File: config.mk
export PLATFORM = sky130hd
export DESIGN_NAME = button_input
export DESIGN_NICKNAME = d
export VERILOG_FILES = /design/src/rtl/hack_io_pkg.sv /design/src/rtl/sync_debounce.sv /design/src/rtl/button_input.sv
export SDC_FILE = /design/constraint.sdc
export NUM_CORES = 1
export LEC_CHECK = 0
export CAP_MARGIN = 20
export CORE_MARGIN = 2
export CORE_UTILIZATION = 30
export DETAILED_ROUTE_END_ITERATION = 8
export SLEW_MARGIN = 20
export SYNTH_ARGS = -nofsm -noshare
export SYNTH_HDL_FRONTEND = slang
export SYNTH_SLANG_ARGS = --single-unit
File: constraint.sdc
create_clock -name CLK_100MHz -period 5.65 [get_ports CLK_100MHz]
set_clock_uncertainty 0.05 [all_clocks]
set_input_delay 1.13 -clock CLK_100MHz [delete_from_list [all_inputs] [get_ports CLK_100MHz]]
set_output_delay 1.13 -clock CLK_100MHz [all_outputs]
set_load 0.1 [all_outputs]
File: src/rtl/hack_io_pkg.sv
// Shared definitions for the Hack FPGA GPIO input path.
package hack_io_pkg;

  typedef enum logic [1:0] {
    IDLE    = 2'd0,
    PRESSED = 2'd1,
    LONG    = 2'd2
  } btn_state_t;

  // Defaults for a 100 MHz system clock: 10 ms debounce, 1 s long press.
  localparam int unsigned DEF_DEBOUNCE_CYCLES   = 1000000;
  localparam int unsigned DEF_LONG_PRESS_CYCLES = 100000000;

endpackage

File: src/rtl/sync_debounce.sv
// Two-flop synchronizer, polarity normalization and cycle-counting debouncer.
// Reusable for any slow mechanical contact (buttons, switches).
module sync_debounce
  import hack_io_pkg::*;
#(
  parameter int unsigned DEBOUNCE_CYCLES = DEF_DEBOUNCE_CYCLES,
  parameter bit          ACTIVE_LOW      = 1'b1
) (
  input  logic CLK_100MHz,
  input  logic RST_N,
  input  logic btn,
  output logic pressed
);

  localparam int unsigned CNT_W = $clog2(DEBOUNCE_CYCLES);
  localparam logic [CNT_W-1:0] CNT_MAX = CNT_W'(DEBOUNCE_CYCLES - 1);
  // Pin level when the button is not pushed.
  localparam logic RELEASED = ACTIVE_LOW;

  logic [1:0]       sync_q;
  logic             s;
  logic [CNT_W-1:0] dcnt;

  // Bring the asynchronous pin into the clock domain, starting from released.
  always_ff @(posedge CLK_100MHz or negedge RST_N) begin
    if (!RST_N) begin
      sync_q <= {2{RELEASED}};
    end else begin
      sync_q <= {sync_q[0], btn};
    end
  end

  assign s = ACTIVE_LOW ? ~sync_q[1] : sync_q[1];

  // Accept a level change only after it has been stable for DEBOUNCE_CYCLES.
  always_ff @(posedge CLK_100MHz or negedge RST_N) begin
    if (!RST_N) begin
      dcnt    <= '0;
      pressed <= 1'b0;
    end else if (s == pressed) begin
      dcnt <= '0;
    end else if (dcnt == CNT_MAX) begin
      pressed <= ~pressed;
      dcnt    <= '0;
    end else begin
      dcnt <= dcnt + CNT_W'(1);
    end
  end

endmodule

File: src/rtl/button_input.sv
// Debounced push-button front end: clean level plus registered press,
// release and long-press events.
module button_input
  import hack_io_pkg::*;
#(
  parameter int unsigned DEBOUNCE_CYCLES   = DEF_DEBOUNCE_CYCLES,
  parameter int unsigned LONG_PRESS_CYCLES = DEF_LONG_PRESS_CYCLES,
  parameter bit          ACTIVE_LOW        = 1'b1
) (
  input  logic CLK_100MHz,
  input  logic RST_N,
  input  logic btn,
  output logic pressed,
  output logic press_pulse,
  output logic release_pulse,
  output logic long_press_pulse,
  output logic long_held
);

  localparam int unsigned HOLD_W = $clog2(LONG_PRESS_CYCLES);
  localparam logic [HOLD_W-1:0] HOLD_MAX = HOLD_W'(LONG_PRESS_CYCLES - 1);

  btn_state_t        state, state_n;
  logic [HOLD_W-1:0] hcnt, hcnt_n;
  logic              db_pressed;
  logic              rise, fall;
  logic              press_n, release_n, long_n, held_n;

  sync_debounce #(
    .DEBOUNCE_CYCLES (DEBOUNCE_CYCLES),
    .ACTIVE_LOW      (ACTIVE_LOW)
  ) u_sync_debounce (
    .CLK_100MHz (CLK_100MHz),
    .RST_N      (RST_N),
    .btn        (btn),
    .pressed    (db_pressed)
  );

  // The output level is the debounced level delayed by one register so that
  // it changes on the same edge as the registered pulses.
  assign rise = db_pressed & ~pressed;
  assign fall = ~db_pressed & pressed;

  // Next state, hold counter and pulse requests; a release on the threshold
  // cycle takes priority over the long-press event.
  always_comb begin
    state_n   = state;
    hcnt_n    = hcnt;
    press_n   = 1'b0;
    release_n = 1'b0;
    long_n    = 1'b0;
    held_n    = long_held;
    case (state)
      IDLE: begin
        if (rise) begin
          state_n = PRESSED;
          hcnt_n  = '0;
          press_n = 1'b1;
        end
      end
      PRESSED: begin
        if (fall) begin
          state_n   = IDLE;
          release_n = 1'b1;
        end else if (hcnt == HOLD_MAX) begin
          state_n = LONG;
          long_n  = 1'b1;
          held_n  = 1'b1;
        end else begin
          hcnt_n = hcnt + HOLD_W'(1);
        end
      end
      LONG: begin
        if (fall) begin
          state_n   = IDLE;
          release_n = 1'b1;
          held_n    = 1'b0;
        end
      end
      default: begin
        state_n = IDLE;
        held_n  = 1'b0;
      end
    endcase
  end

  // State register and registered outputs.
  always_ff @(posedge CLK_100MHz or negedge RST_N) begin
    if (!RST_N) begin
      state            <= IDLE;
      hcnt             <= '0;
      pressed          <= 1'b0;
      press_pulse      <= 1'b0;
      release_pulse    <= 1'b0;
      long_press_pulse <= 1'b0;
      long_held        <= 1'b0;
    end else begin
      state            <= state_n;
      hcnt             <= hcnt_n;
      pressed          <= db_pressed;
      press_pulse      <= press_n;
      release_pulse    <= release_n;
      long_press_pulse <= long_n;
      long_held        <= held_n;
    end
  end

endmodule

==> reports/summary.txt <==
Post-CTS sizing -> 0
Initial core utilization -> 30.41%
Synthesized instance count -> 320
Delay-heaviest family, CP -> buffers and inverters
IR drop worst, VDD -> 174.8 µV
DR pass1 iterations -> 4
RSZ-0062 raised after global routing -> no
Clk root buf -> clkbuf_8
Final hold vios -> 0
Fin area -> 3498 µm²
Syn Area/Cell -> 9.677 µm²
Highest metal used -> met4
Worst-skew pair later-pin latency -> 340 ps
Max Clock Freq -> 320.8 MHz
Grt ovf -> 0
Final RePlAce weighted congestion -> 0.8357
Met2 wire len -> 3177 µm
CTS tree -> built
Full die area -> 11150 µm²
Largest family of logic cells by synthesized area -> simple AND/OR/NAND/NOR gates
Seq/Total Area, Yosys -> 46.14%
Mapped Area -> 3097 µm²
Syn. warnings -> 0
CTS Hold Bufs -> 0
HP Class -> flip-flop to flip-flop
Worst setup slack after layout -> 2533 ps
Max_slew headroom -> 35.01%
CTS buffer count -> 9
Min Tclk post-route -> 3117 ps
Psw -> 191.7 µW
First-pass GRT wire length -> 11470 µm
Max-slew violations -> 0
Slowest cell delay on critical path -> 1170 ps
Mapped Nets -> 328
Global Route Usage Sum -> 12.90%
Hpwl dp -> 4425 µm
Vias in the first global route -> 2332
Min-Delay Startpoint -> u_sync_debounce.sync_q[0]
Post-place setup slack -> 2883 ps
TNS Setup -> 0 ps
Netlist cell types -> 51
Routed Wire Length -> 6751 µm
# rows -> 37
Commonest non-fill, non-tap cell in the layout -> dfrtp_1
Pwr Density -> 260.9 nW/µm²
Max Cap Violations -> 0
Comb pwr share -> 1.7%
Worst-path maximum fanout -> 7
Count of flip-flops with a built-in enable after synthesis -> 0
Final setup fails -> 0
Post-route DRC -> 0
Placed Area -> 3247 µm²
Routed length per placed instance -> 14.43 µm
Routed Antenna Nets -> 0
Critical Path Source -> pressed
Mux share of post-synthesis cell area -> 0.6465%
Layout cell share with drive strength beyond 1 -> 11.45%
Sinks on Clock Net -> 57
Post-synthesis adder-cell area fraction -> 2.020%
Clock Power Share -> 53.1%
Worst path bufs/invs -> 1
Simple-Gate Fraction of Synth Area -> 28.97%
Area grow syn2layout -> 12.97%
Outcome -> finished clean
WHS -> 319.3 ps
Met3 WL post-DR -> 245 µm
Worst path slowest cell -> clkdlybuf4s50_1
Via-to-Cell Ratio -> 5.207
Fill cells -> 1055
Nets@finish -> 335
Seq cells post-synth -> 57
Crit path DAT -> 1940 ps
Die width -> 105.6 µm
P_leak -> 0.001484 µW
CP required -> 4470 ps
Commonest non-fill, non-tap cells in the layout -> 55 x dfrtp_1, 31 x nor2_1, 26 x nand2_1
Synth Flop Type -> dfrtp_1
Post-synthesis compound-gate area fraction -> 12.53%
Worst r2r src -> state[0]
Setup Crit Path Kind -> flip-flop to primary output
Sw Ratio -> 21.00%
Period utilisation layout -> 55.17%
Max Root-Sink Buffers -> 2
Chip height -> 105.6 µm
Internal Power -> 721.1 µW
CP startpoint kind -> flip-flop
Vias -> 2437
Diode count -> 0
Core Region -> 10180 µm²
Initial antenna violation count -> 0
Async set-reset flop share out of synthesis -> 100.0%
Worst-path clk slew -> 80 ps
Seq pwr share -> 45.2%
Setup bufs post-CTS -> 0
Detailed Route Iter0 Violations -> 137
Met1 WL -> 3256 µm
Crit path cell chain -> clkdlybuf4s50_1
IO Port Bufs -> 7
# H-tree levels -> 3
IO Pins -> 8
Synth Area in XOR/XNOR -> 5.374%
Setup crit end kind -> primary output
Largest net degree at the start of global routing -> 58
Slew @ Worst Pin -> 971.8 ps
[final cells by class]
cell class | instances | area, µm² | share of cell area (%)
clock inverters | 6 | 113.9 | 3.255
multi-input cells | 241 | 1534 | 43.85
inverters | 9 | 33.78 | 0.9657
clock buffers | 10 | 137.6 | 3.934
flip-flops and latches | 57 | 1429 | 40.84
repair buffers | 9 | 80.08 | 2.289
well taps | 136 | 170.2 | 4.864
[cell usage after synthesis, drive strengths merged, types with 5 or more instances]
library cell	number	area share [%]
nand3	25	4.0
xnor2	6	1.7
buf	11	3.0
o21ai	9	1.8
and2	5	1.0
a21oi	11	1.9
dfrtp	55	44
nand4	19	4.4
a31oi	11	2.2
xor2	13	3.7
nor3	10	2.0
inv	9	1.1
ha	5	2.0
nor2	31	3.8
a211o	8	2.3
nor4	9	2.2
and3	11	2.2
and4	6	1.7
nand2	28	3.7
[metrics by stage]
| stage | instances | util, % | power [µW] |
|---|---|---|---|
| after floorplan | 320 | - | 425.5 |
| after global placement | 452 | 31.88 | 437.0 |
| after detailed placement | 452 | 31.88 | 437.1 |
| after CTS | 468 | 34.35 | 927.9 |
| after global routing | 468 | 34.35 | 947.6 |
| final | 468 | 34.35 | 912.8 |
[cells by family (layout without fill, tap and decap cells)]
logic type                 after synthesis  count (layout)
xor gates and xnor gates                19              19
adders and majority gates                5               5
and+or+nand+nor                        159             159
muxes                                    2               2
buffers and inverters                   22              34
AOI/OAI and AO/OA                       56              56
DFF                                     57              57
[flip-flops by register name, indices dropped and copies added (netlist names)]
register                 cells
hcnt                        27
u_sync_debounce.dcnt        20
state                        2
u_sync_debounce.sync_q       2
long_held                    1
long_press_pulse             1
press_pulse                  1
pressed                      1
release_pulse                1
u_sync_debounce.pressed      1
[routing by layer]
metal / global-route usage [%] / up-vias
li1: - / 1189
met5: 0 / -
met1: 16.49 / 1199
met2: 20.88 / 45
met4: 3.853 / 0
met3: 4.143 / 4
[power by group through the flow]
| stage | Sequential, µW | Combinational (µW) | Clock, µW |
|---|---|---|---|
| global placement | 421 | 16.4 | 0 |
| floorplan | 420 | 5.09 | 0 |
| detailed placement | 421 | 16.4 | 0 |
| finish | 413 | 15.4 | 484 |
| global route | 413 | 18.3 | 516 |
| CTS | 413 | 16.4 | 499 |
[worst paths after layout]
kind / cells after the start / end / slack [ps]
setup / recovery: 1 / pressed / 2530
hold / removal: 0 / u_sync_debounce.sync_q[1] / 320
setup reg to reg: 7 / hcnt[10] / 2940
hold reg to reg: 0 / u_sync_debounce.sync_q[1] / 320
max in group asynchronous: 2 / hcnt[3] / 4190
min in group asynchronous: 2 / hcnt[24] / 860
Note: power is estimated with default switching activity, not from simulation.
==> RTL edit 1: new RTL, config.mk and constraints unchanged <==
Make the reset (`RST_N`) synchronous in 3 clocked blocks. Comments in the files are not updated.
--- a/src/rtl/sync_debounce.sv
+++ b/src/rtl/sync_debounce.sv
@@ -23,5 +23,5 @@
 
   // Bring the asynchronous pin into the clock domain, starting from released.
-  always_ff @(posedge CLK_100MHz or negedge RST_N) begin
+  always_ff @(posedge CLK_100MHz) begin
     if (!RST_N) begin
       sync_q <= {2{RELEASED}};
@@ -34,5 +34,5 @@
 
   // Accept a level change only after it has been stable for DEBOUNCE_CYCLES.
-  always_ff @(posedge CLK_100MHz or negedge RST_N) begin
+  always_ff @(posedge CLK_100MHz) begin
     if (!RST_N) begin
       dcnt    <= '0;
--- a/src/rtl/button_input.sv
+++ b/src/rtl/button_input.sv
@@ -86,5 +86,5 @@
 
   // State register and registered outputs.
-  always_ff @(posedge CLK_100MHz or negedge RST_N) begin
+  always_ff @(posedge CLK_100MHz) begin
     if (!RST_N) begin
       state            <= IDLE;
Check against the original RTL: same outputs for any inputs over 10 cycles, from zero or initial values and one cycle with RST_N low; that may be too few to reach the edited logic, so the function may still have changed.
==> RTL edit 1 against the original RTL <==
  * Register-to-register slack worse by 0.12 ns
  * Cell area is 6.4% lower
  * Core utilization is 0.92 points higher
  * Setup slack worse by 0.092 ns
  * Synthesized area is 7.0% lower
  * Wire length is 4.3% lower
  * Non-clock buffer count stayed put
  * Worst hold slack better by 0.035 ns
  * Sequential share of layout area is 6.0 points lower
  * Sequential cell count stayed put
  * Highest routed layer unchanged
  * Critical path depth is 6 higher
Power is not compared: it rests on default switching activity, and its combinational part moved more than twofold at a synthesized area within 25%.
==> RTL edit 1: results (changes against the original RTL) <==
metric,value,unit,change
status,"finished, final reports clean",,
whs,0.3541,ns,+0.03472 ns
synthTopCellsByCount,"dfxtp_1 (57), nor2_1 (39), nand2_1 (27), nand3_1 (23), a21oi_1 (15)",,
slowest_delay,0.53,ns,-0.64 ns
ys_seq_area_frac,0.3963,,-0.06506
fill_cells,986,,-6.5%
use_met3,0.04378,,+0.002341
via_per_inst,5.182,,-0.49%
hold_end,u_sync_debounce.sync_q[1]$_SDFF_PN1_,,
crit_start,RST_N,,
synth-xor-area-share,0.05780,,+0.004064
hpwl,4504,um,+1.8%
ys_top_cells_by_area,"dfxtp_1 (40%), nor2_1 (5.1%), nand3_1 (4.0%)",,
synth_adder_area_share,0.02173,,+0.001528
synth-compound-area-share,0.1717,,+0.04641
yosys_most_used_dff,dfxtp_1,,
drive_gt1_frac,0.07042,,-0.04404
synthMuxAreaShare,0.01391,,+0.007442
critPathCapture,hcnt[23]$_SDFFE_PN0P_,,
critPathSlowestCell,nor2_1,,
grt_use_total,0.1307,,+0.001649
synthArstFlopShare,0,,-1.000
synth_fp_nets,355,,+8.2%
cp_top_family,simple AND/OR/NAND/NOR gates,,
wl,6464,um,-4.3%
antenna_found_initial,0,,unchanged
tightestPinTransition,0.9888,ns,+0.01698 ns
grt_pass1_wl,10780,um,-6.0%
gp_congestion,0.8544,,+2.2%
hp-start,u_sync_debounce.sync_q[0]$_SDFF_PN1_,,
synth.distinct_cells,55,,+7.8%
grt_pass1_vias,2306,,-1.1%
grt_max_degree,21,,-64%
use_met2,0.1994,,-0.009363
r2r-end,hcnt[24]$_SDFFE_PN0P_,,
hold_depth,1,,+1
synth_area_per_cell,8.297,sq um,-14%
wl_per_cell,13.36,um,-7.4%
r2r_slack,2.82,ns,-0.12 ns
port_buffers,7,,unchanged
drtIter0Drc,144,,+5.1%
placed_cells,469,,+3.8%
grtUsageMet1,0.1741,,+0.009150
r2r_cells,8,,+1
[RTL edit 1: metal layers]
metal	vias to the layer above	part of all wire
met5	-	0
met4	0	0.0062
met3	3	0.034
met2	42	0.46
met1	1184	0.50
li1	1279	-
[RTL edit 1: metrics by stage]
step	util	area [sq um]	setup slack, ns
5_1_grt	0.3527	3274	2.310
3_5_place_dp	0.3292	3057	2.105
2_1_floorplan	-	2879	3.356
4_1_cts	0.3527	3274	2.470
3_3_place_gp	0.3292	3057	2.148
6_report	0.3527	3274	2.441
[RTL edit 1: layout make-up]
type / count / area [sq um] / area share
Inverter: 14 / 52.55 / 0.01605
Tap cell: 129 / 161.4 / 0.04929
Clock buffer: 10 / 137.6 / 0.04203
Clock inverter: 5 / 80.08 / 0.02446
Multi-Input combinational cell: 260 / 1617 / 0.4937
Timing Repair Buffer: 9 / 85.08 / 0.02598
Sequential cell: 57 / 1141 / 0.3485
==> RTL edit 2: new RTL, config.mk and constraints unchanged <==
Made on the original files. Set the package constant `DEF_LONG_PRESS_CYCLES` to 50000000 (it was 100000000).
--- a/src/rtl/hack_io_pkg.sv
+++ b/src/rtl/hack_io_pkg.sv
@@ -10,5 +10,5 @@
   // Defaults for a 100 MHz system clock: 10 ms debounce, 1 s long press.
   localparam int unsigned DEF_DEBOUNCE_CYCLES   = 1000000;
-  localparam int unsigned DEF_LONG_PRESS_CYCLES = 100000000;
+  localparam int unsigned DEF_LONG_PRESS_CYCLES = 50000000;
 
 endpackage
Check against the original RTL: no difference found for any inputs over 10 cycles, from zero or initial values and one cycle with RST_N low; that may be too few to reach the edited logic, so the function may still have changed.
==> RTL edit 2 against the original RTL <==
  * Sequential cell count fell by 1
  * Non-clock buffer count down 1
  * Total power fell by 30%
  * First-iteration DRC count rose by 15%
  * Setup slack better by 0.014 ns
  * Core utilization is 0.80 points lower
  * Wire length shrank 9.5%
  * Worst hold slack better by 0.0076 ns
  * Synthesized area decreased by 3.8%
  * Cell area decreased by 7.1%
  * Critical path type unchanged
  * Highest routed layer unchanged
==> RTL edit 2: results (changes against the original RTL) <==
metric,value,unit,change
status,"finished, final reports clean",,
clk_pin_slew,0.10,ns,+0.02 ns
yosys_most_used_dff,dfrtp_1,,
postCtsSetupRepairBufs,0,,unchanged
hp-start,u_sync_debounce.sync_q[0]$_DFF_PN1_,,
worst_ep_arrival_time,1.92,ns,-0.02 ns
via_per_inst,5.115,,-1.8%
finalSetupTns,0,ns,unchanged
critPathSlowestCell,clkdlybuf4s50_1,,
synthTopCellsByCount,"dfrtp_1 (54), nand3_1 (31), nor2_1 (31), nand2_1 (26), nor3_1 (14)",,
grt_pass1_wl,10770,um,-6.1%
drive_gt1_frac,0.05956,,-0.05490
fill_cells,990,,-6.2%
holdCritPathClass,reg2reg,,
grt_use_total,0.1199,,-0.009088
wl,6111,um,-9.5%
top_regs,"hcnt (26), u_sync_debounce.dcnt (20)",,
placed_cells,444,,-1.8%
hold_end,u_sync_debounce.sync_q[1]$_DFF_PN1_,,
worstSkewPairLatency,0.31,ns,-0.03 ns
diodes,0,,unchanged
drtIter0Drc,158,,+15%
cts_buffer_depth,2,,unchanged
reg2reg_from,state[1]$_DFFE_PN0P_,,
wl_per_cell,13.52,um,-6.3%
ir_drop,110.0,uV,-37%
synth.distinct_cells,49,,-3.9%
hpwl,4199,um,-5.1%
final_net_count,326,,-2.7%
root_buffer,clkbuf_8,,
r2r-end,hcnt[19]$_DFFE_PN0P_,,
cp_top_family,buffers and inverters,,
gp_congestion,0.8011,,-4.1%
ys_warn_count,0,,unchanged
ys_top_cells_by_area,"dfrtp_1 (45%), nand3_1 (5.2%), nor2_1 (3.9%)",,
synthArstFlopShare,1.000,,unchanged
synthCells,314,,-1.9%
slowest_delay,1.17,ns,about the same
r2r_slack,2.67,ns,-0.27 ns
port_buffers,7,,unchanged
leakagePower,1.335,nW,-10%
cts_resized,0,,unchanged
grt_pass1_vias,2226,,-4.5%
htreeDepth,2,,-1
hold_depth,0,,unchanged
path_max_fanout,7,,unchanged
ys_seq_area_frac,0.4712,,+0.009816
cts_buffers,5,,-4
r2r_cells,6,,-1
crit_start,pressed$_DFF_PN0_,,
grt_max_degree,45,,-22%
synth_fp_nets,322,,-1.8%
relSlewSlack,0.3395,,-0.01061
placed_area,3164,sq um,-2.5%
-- RTL edit 2: cell count changes in the layout (fill, tap and decap cells not counted), moves of 3 or more --
cell       delta
and2_1        -3
nor3_1        +5
xnor2_1       +5
nand4_1       -9
bufinv_16     -3
nand4b_1      +4
nand3_1       +6
clkbuf_8      -5
nand4_2       -3
xor2_1        -5
-- RTL edit 2: power by group --
part	switching (mW)	total (mW)	leakage, nW	internal, mW
combinational	0.0113	0.0146	0.520	0.00333
clock	0.132	0.219	0.0412	0.0871
sequential	0.00214	0.406	0.773	0.404
total	0.145	0.639	1.33	0.494
-- RTL edit 2: layer usage --
| metal | wire [um] | vias to the layer above | track usage |
|---|---|---|---|
| li1 | - | 1156 | - |
| met1 | 2983 | 1118 | 0.1665 |
| met2 | 2844 | 33 | 0.1873 |
| met3 | 214 | 5 | 0.02706 |
| met4 | 68 | 0 | 0.03571 |
| met5 | 0 | - | 0 |
-- RTL edit 2: how the worst max path moves through the flow --
stage	to	slack (ns)	cells after the start
after floorplan	hcnt[25]$_DFFE_PN0P_	3.39	6
after global placement	hcnt[25]$_DFFE_PN0P_	2.78	6
after detailed placement	hcnt[19]$_DFFE_PN0P_	2.69	6
after CTS	pressed	2.53	1
after global routing	hcnt[19]$_DFFE_PN0P_	2.38	6
final	pressed	2.55	1
-- RTL edit 2: through the flow --
stage          worst slack, ns  power (mW)  utilization  hold WS (ns)
6_report                 2.547      0.6395       0.3355        0.3269
5_1_grt                  2.382      0.6642       0.3355        0.3331
4_1_cts                  2.533      0.6478       0.3355        0.3298
3_5_place_dp             2.686      0.4293       0.3267        0.3147
3_3_place_gp             2.778      0.4292       0.3267        0.3137
2_1_floorplan            3.387      0.4183            -        0.2952
-- RTL edit 2: layout make-up --
type	instances	area, sq um	area share
sequential	56	1404	0.4320
clock inverter	2	12.51	0.003851
inverter	9	33.78	0.01040
timing repair buffer	8	72.57	0.02233
tap	133	166.4	0.05121
clock buffer	6	72.57	0.02233
multi-input combinational	238	1488	0.4578
-- RTL edit 2: logic make-up after synthesis --
family                   Yosys count  share of synthesized area
AO/OA/AOI/OAI                     49                     0.1163
XOR/XNOR                          19                    0.05586
adder cells (fa/ha/maj)            5                    0.02100
buffers and inverters             20                    0.02940
flip-flops                        56                     0.4712
multiplexers                       4                    0.01428
AND/OR/NAND/NOR                  161                     0.2919
